==> config.mk <==
export PLATFORM = sky130hd
export DESIGN_NAME = alu_arbiter_flat
export DESIGN_NICKNAME = d
export VERILOG_FILES = /design/src/rtl/alu_arbiter_if.sv /design/src/rtl/alu_arbiter.sv /design/src/flat_wrapper.sv
export SDC_FILE = /design/constraint.sdc
export NUM_CORES = 1
export LEC_CHECK = 0
export BUFFER_PORTS_ARGS = -buffer_cell sky130_fd_sc_hd__clkbuf_2
export CAP_MARGIN = 25
export CORE_MARGIN = 8
export CORE_UTILIZATION = 25
export DETAILED_ROUTE_END_ITERATION = 8
export PLACE_DENSITY = 0.67
export REMOVE_ABC_BUFFERS = 1
export SYNTH_ARGS = -nofsm -noshare
export SYNTH_HDL_FRONTEND = slang
export SYNTH_SLANG_ARGS = --single-unit
==> constraint.sdc <==
create_clock -name clk -period 1.8 [get_ports clk]
set_input_delay 0.18 -clock clk [delete_from_list [all_inputs] [get_ports clk]]
set_output_delay 0.18 -clock clk [all_outputs]
set_load 0.005 [all_outputs]
==> src/rtl/alu_arbiter_if.sv <==
`default_nettype none
// ============================================================================
// Module      : alu_arbiter_if
// Description : Bundle of the two requester channels, the shared-ALU hookup
//               and the registered response channel of alu_arbiter.
// Revision    : 1.0 - initial release
// ============================================================================
interface alu_arbiter_if;
    // Requester 0
    logic        req0_valid;
    logic        req0_ready;
    logic [31:0] req0_a;
    logic [31:0] req0_b;
    logic [3:0]  req0_ctrl;
    // Requester 1
    logic        req1_valid;
    logic        req1_ready;
    logic [31:0] req1_a;
    logic [31:0] req1_b;
    logic [3:0]  req1_ctrl;
    // Shared combinational ALU
    logic [31:0] alu_a;
    logic [31:0] alu_b;
    logic [3:0]  alu_control;
    logic [31:0] alu_result;
    // Response
    logic        rsp_valid;
    logic        rsp_ready;
    logic        rsp_id;
    logic [31:0] rsp_result;

    // Arbiter side
    modport slave (
        input  req0_valid, req0_a, req0_b, req0_ctrl,
        output req0_ready,
        input  req1_valid, req1_a, req1_b, req1_ctrl,
        output req1_ready,
        output alu_a, alu_b, alu_control,
        input  alu_result,
        output rsp_valid, rsp_id, rsp_result,
        input  rsp_ready
    );

    // Requester / consumer / ALU side
    modport master (
        output req0_valid, req0_a, req0_b, req0_ctrl,
        input  req0_ready,
        output req1_valid, req1_a, req1_b, req1_ctrl,
        input  req1_ready,
        input  alu_a, alu_b, alu_control,
        output alu_result,
        input  rsp_valid, rsp_id, rsp_result,
        output rsp_ready
    );
endinterface
`default_nettype wire

==> src/rtl/alu_arbiter.sv <==
`default_nettype none
// ============================================================================
// Module      : alu_arbiter
// Description : Two-requester arbiter in front of a shared combinational ALU.
//               The granted request's operands are steered to the ALU and the
//               result is captured in a single-entry response register.
// Revision    : 1.0 - initial release
// ============================================================================
module alu_arbiter #(
    parameter bit RR_EN = 1'b1
) (
    input wire logic     clk,
    input wire logic     rst,
    alu_arbiter_if.slave bus
);

    typedef enum logic [0:0] {
        EMPTY = 1'b0,
        FULL  = 1'b1
    } state_t;

    localparam logic [3:0] c_IDLE_CTRL = 4'b1111;

    state_t      state_q, state_d;
    logic        prio_q, prio_d;
    logic        rsp_id_q, rsp_id_d;
    logic [31:0] rsp_result_q, rsp_result_d;

    logic        w_can_accept;
    logic        w_grant_valid;
    logic        w_grant_id;

    // Arbitration: decide whether a grant happens this cycle and to whom.
    // Reset is folded in so no ready leaks out while rst is held.
    always_comb begin
        w_can_accept  = !rst && ((state_q == EMPTY) || bus.rsp_ready);
        w_grant_valid = w_can_accept && (bus.req0_valid || bus.req1_valid);
        w_grant_id    = 1'b0;
        if (bus.req0_valid && bus.req1_valid) begin
            w_grant_id = RR_EN ? prio_q : 1'b0;
        end else if (bus.req1_valid) begin
            w_grant_id = 1'b1;
        end
    end

    // Handshake outputs and operand steering toward the shared ALU.
    always_comb begin
        bus.req0_ready  = w_grant_valid && !w_grant_id;
        bus.req1_ready  = w_grant_valid &&  w_grant_id;
        bus.alu_a       = 32'd0;
        bus.alu_b       = 32'd0;
        bus.alu_control = c_IDLE_CTRL;
        if (w_grant_valid) begin
            if (w_grant_id) begin
                bus.alu_a       = bus.req1_a;
                bus.alu_b       = bus.req1_b;
                bus.alu_control = bus.req1_ctrl;
            end else begin
                bus.alu_a       = bus.req0_a;
                bus.alu_b       = bus.req0_b;
                bus.alu_control = bus.req0_ctrl;
            end
        end
    end

    // Next-state: a grant always (re)fills the response register, which also
    // covers drain-and-refill; an unrefilled drain empties it.
    always_comb begin
        state_d      = state_q;
        prio_d       = prio_q;
        rsp_id_d     = rsp_id_q;
        rsp_result_d = rsp_result_q;
        if (w_grant_valid) begin
            state_d      = FULL;
            rsp_id_d     = w_grant_id;
            rsp_result_d = bus.alu_result;
            if (RR_EN) begin
                prio_d = ~w_grant_id;
            end
        end else if ((state_q == FULL) && bus.rsp_ready) begin
            state_d = EMPTY;
        end
    end

    // State and response registers; reset takes effect without a clock edge.
    always_ff @(posedge clk or posedge rst) begin
        if (rst) begin
            state_q      <= EMPTY;
            prio_q       <= 1'b0;
            rsp_id_q     <= 1'b0;
            rsp_result_q <= 32'd0;
        end else begin
            state_q      <= state_d;
            prio_q       <= prio_d;
            rsp_id_q     <= rsp_id_d;
            rsp_result_q <= rsp_result_d;
        end
    end

    // Response channel is a direct view of the registers.
    always_comb begin
        bus.rsp_valid  = (state_q == FULL);
        bus.rsp_id     = rsp_id_q;
        bus.rsp_result = rsp_result_q;
    end

endmodule
`default_nettype wire
==> src/flat_wrapper.sv <==
// flat-port wrapper written by rule: the top's interface ports become plain ports
module alu_arbiter_flat 
#(
    parameter bit RR_EN = 1'b1
)
  (clk, rst, bus_req0_valid, bus_req0_a, bus_req0_b, bus_req0_ctrl, bus_req0_ready, bus_req1_valid, bus_req1_a, bus_req1_b, bus_req1_ctrl, bus_req1_ready, bus_alu_a, bus_alu_b, bus_alu_control, bus_alu_result, bus_rsp_valid, bus_rsp_id, bus_rsp_result, bus_rsp_ready);
  alu_arbiter_if bus_i ();
  input wire logic clk;
  input wire logic rst;
  input wire logic [$bits(bus_i.req0_valid)-1:0] bus_req0_valid;
  input wire logic [$bits(bus_i.req0_a)-1:0] bus_req0_a;
  input wire logic [$bits(bus_i.req0_b)-1:0] bus_req0_b;
  input wire logic [$bits(bus_i.req0_ctrl)-1:0] bus_req0_ctrl;
  output wire logic [$bits(bus_i.req0_ready)-1:0] bus_req0_ready;
  input wire logic [$bits(bus_i.req1_valid)-1:0] bus_req1_valid;
  input wire logic [$bits(bus_i.req1_a)-1:0] bus_req1_a;
  input wire logic [$bits(bus_i.req1_b)-1:0] bus_req1_b;
  input wire logic [$bits(bus_i.req1_ctrl)-1:0] bus_req1_ctrl;
  output wire logic [$bits(bus_i.req1_ready)-1:0] bus_req1_ready;
  output wire logic [$bits(bus_i.alu_a)-1:0] bus_alu_a;
  output wire logic [$bits(bus_i.alu_b)-1:0] bus_alu_b;
  output wire logic [$bits(bus_i.alu_control)-1:0] bus_alu_control;
  input wire logic [$bits(bus_i.alu_result)-1:0] bus_alu_result;
  output wire logic [$bits(bus_i.rsp_valid)-1:0] bus_rsp_valid;
  output wire logic [$bits(bus_i.rsp_id)-1:0] bus_rsp_id;
  output wire logic [$bits(bus_i.rsp_result)-1:0] bus_rsp_result;
  input wire logic [$bits(bus_i.rsp_ready)-1:0] bus_rsp_ready;
  assign bus_i.req0_valid = bus_req0_valid;
  assign bus_i.req0_a = bus_req0_a;
  assign bus_i.req0_b = bus_req0_b;
  assign bus_i.req0_ctrl = bus_req0_ctrl;
  assign bus_req0_ready = bus_i.req0_ready;
  assign bus_i.req1_valid = bus_req1_valid;
  assign bus_i.req1_a = bus_req1_a;
  assign bus_i.req1_b = bus_req1_b;
  assign bus_i.req1_ctrl = bus_req1_ctrl;
  assign bus_req1_ready = bus_i.req1_ready;
  assign bus_alu_a = bus_i.alu_a;
  assign bus_alu_b = bus_i.alu_b;
  assign bus_alu_control = bus_i.alu_control;
  assign bus_i.alu_result = bus_alu_result;
  assign bus_rsp_valid = bus_i.rsp_valid;
  assign bus_rsp_id = bus_i.rsp_id;
  assign bus_rsp_result = bus_i.rsp_result;
  assign bus_i.rsp_ready = bus_rsp_ready;
  alu_arbiter #(.RR_EN(RR_EN)) u_core (.clk(clk), .rst(rst), .bus(bus_i));
endmodule
==> flow_summary.toml <==
[status]
run_status = "finished clean"

[placed_design]
dp.final_hpwl_um = 9750
place_worst_setup_slack_ns = 0.314
place.port_buffers = 276
globalplace.congestion = 0.792
placedCellCount = 539
dpl-instance-area_mm2 = 0.00364

[cts]
cts.path.max_buffers = 2
numCtsBuffers = 5
clock-sinks = 35
clock_tree.htree_level_count = 2
insertion_delay_ns = 0.28
cts_tree = "built"
worst_setup_hold_path_clk_slew_ns = 0.07
clockRootBuffer = "clkbuf_8"

[timing]
maxClockFrequency_mhz = 576
finalClockSkew_ns = 0.00378
final-setup-viol-count = 0
layout_worst_path_cycle_share_pct = 96.4
total_negative_setup_slack_ns = 0
timing_max_transition_violations_final = 0
setup_repair_after_global_routing_missed_its_margin = "true"
worst_slew_slack_as_a_fraction_of_its_limit_pct = 71.7
fin_ws_ns = 0.0642
max_slew.worst_pin.slew_ns = 0.424
hold_viol_final = 0
layout_min_cycle_time_ns = 1.74

[critical_path]
critical_path.endpoint_type = "output port"
worst-path-max-fanout = 16
cp_top_family = "buffers and inverters"
rr_startpoint = "u_core.bus.rsp_valid"
worstPathArrival_ns = 1.56
worst_setup_path_start_kind = "flip-flop"
rr_endpoint = "u_core.bus.rsp_result[23]"
worstRegToRegCells = 4
worst-r2r-setup-slack_ns = 0.41
timing.setup.critical_path_class = "reg -> out"
max_stage_delay_ns = 0.40
cp_num_buf_inv = 3
required_ns = 1.62
path_cells = "nand2b_4, nand4_2, inv_4, clkbuf_16, a22o_1, clkbuf_2"
critPathSlowestCell = "dfrtp_1"

[floorplanning]
initial_core_util_pct = 25.6
die_height_um = 110
placementRows = 34
fp.dieArea_mm2 = 0.0121
die_width_um = 110
num_io_pins = 277
fp.coreArea_mm2 = 0.00868

[route]
wl_um = 11900
drcViolationCount = 0
detail_route.vias_per_cell = 4.67
vias = 2572
detail_route.iter0.violations = 174
first_pass_iters = 5
final_antenna_net_count = 0
post_drt_wl_per_cell_um = 21.6

[synthesis]
seq_area_frac_synth_pct = 39.5
ys_seq_elements = 35
postSynthCellCount = 166
total_of_warnings_raised_by_yosys = 0
yosysUniqueCellTypes = 16
post_synth.cell_area_avg_um2 = 13.4
synthesis.area_mm2 = 0.00222

[cells_and_area]
final_cells = 551
layout.core_utilization_pct = 44.4
postLayoutCellArea_mm2 = 0.00385
num-nets-final = 616
synthToLayoutAreaGrowth_pct = 73.6
diodes_inserted = 0
layout-drive-gt1-share_pct = 74.0

[hold_path]
worst_hold_path_type = "in -> async"

[grt]
grt_util_all_layers_pct = 16.0
grt_pass1_wl_um = 14700
antenna_found_initial = 4
grt_max_degree = 66
first_global_vias = 2602
total_global_routing_overflow = 0

[power]
ir_drop_v = 0.000497
standby_leakage_power_nw = 2.24
power_per_cell_area_mw_per_mm2 = 697

[run]
drv_cap = 0
cell families after synthesis:
group	count (synthesis)	synth area share, %
AO/OA/AOI/OAI	71	27.8
buffers and inverters	21	9.08
flip-flops	35	39.5
multiplexers	32	21.0
AND/OR/NAND/NOR	7	2.65
power by group:
group | total (mW) | internal [mW] | switching (mW)
clock | 0.681 | 0.405 | 0.276
combinational | 0.996 | 0.601 | 0.395
sequential | 1.01 | 0.926 | 0.0827
final cells by class:
type / instances / area (um^2)
well taps: 108 / 135
flip-flops and latches: 35 / 876
fillers: 855 / 4830
clock buffers: 5 / 68.8
clock inverters: 2 / 37.5
inverters: 3 / 13.8
multi-input cells: 110 / 1150
repair buffers: 288 / 1570
what timing repair did:
action,4_1_cts,5_1_grt
hold endpoints to repair,1,0
setup buffers,0,0
endpoints found under the setup margin,0,63
hold buffers,1,0
gates resized for setup,0,3
synthesized netlist by cell type:
library cell | instances | area [um^2]
a22o_1 | 64 | 561
dfrtp_1 | 35 | 876
mux2_4 | 28 | 420
buf_6 | 16 | 180
mux2_1 | 4 | 45.0
o22a_1 | 4 | 35.0
buf_2 | 2 | 10.0
inv_2 | 2 | 7.51
nand2_1 | 2 | 7.51
nand4_2 | 2 | 25.0
o21a_1 | 2 | 15.0
inv_1 | 1 | 3.75
nand2b_1 | 1 | 6.26
nand2b_4 | 1 | 13.8
nor2b_1 | 1 | 6.26
o21bai_1 | 1 | 7.51
cells in the final DEF, fill, tap and decap left out:
cell type,instances
mux2_1,4
o21a_1,2
nand2b_1,1
o21bai_1,1
mux2_4,28
dlygate4sd3_1,1
buf_4,4
o22a_1,4
nand4_2,2
inv_4,1
bufinv_16,1
buf_12,3
clkbuf_16,3
nand2_1,2
inv_2,1
clkinvlp_4,1
dfrtp_1,35
nand2b_4,1
clkbuf_2,275
clkbuf_8,5
inv_1,1
nor2b_4,1
buf_8,1
a22o_1,64
buf_2,1
tightest hold or removal path, stage by stage:
cell	delay [ns]
clkbuf_2	0.09
inv_1	0.12
buf_4	0.40
flip-flops by register name (all words and copies together), names as in the netlist:
signal / count
u_core.bus.rsp_id: 1
u_core.bus.rsp_result: 32
u_core.prio_q: 1
u_core.bus.rsp_valid: 1
per-stage QoR:
stage / total power, mW / hold slack [ns]
after floorplan: 1.44 / 0.315
after global placement: 1.97 / 0.0541
after detailed placement: 1.99 / 0.0594
after CTS: 2.69 / 0.0923
after global routing: 2.85 / 0.102
final: 2.69 / 0.0815
layer usage:
layer	part of all wire, %	global-route usage (%)	vias to the layer above
met5	0.43	0	-
met4	0.68	2.57	8
met3	13	7.21	14
met2	52	27.9	153
met1	34	17.9	1187
li1	-	-	1210
worst max path at each step:
stage	start	to	slack, ns	cells after the start
2_1_floorplan	u_core.bus.rsp_valid	u_core.bus.rsp_result[21]	-1.48	3
3_3_place_gp	u_core.bus.rsp_valid	bus_alu_a[24]	0.33	6
3_5_place_dp	u_core.bus.rsp_valid	bus_alu_a[24]	0.31	6
4_1_cts	u_core.bus.rsp_valid	bus_alu_a[24]	0.001	6
5_1_grt	u_core.bus.rsp_valid	bus_alu_b[7]	-0.01	6
6_report	u_core.bus.rsp_valid	bus_alu_b[0]	0.06	6
Note: power is estimated with default switching activity, not from simulation.
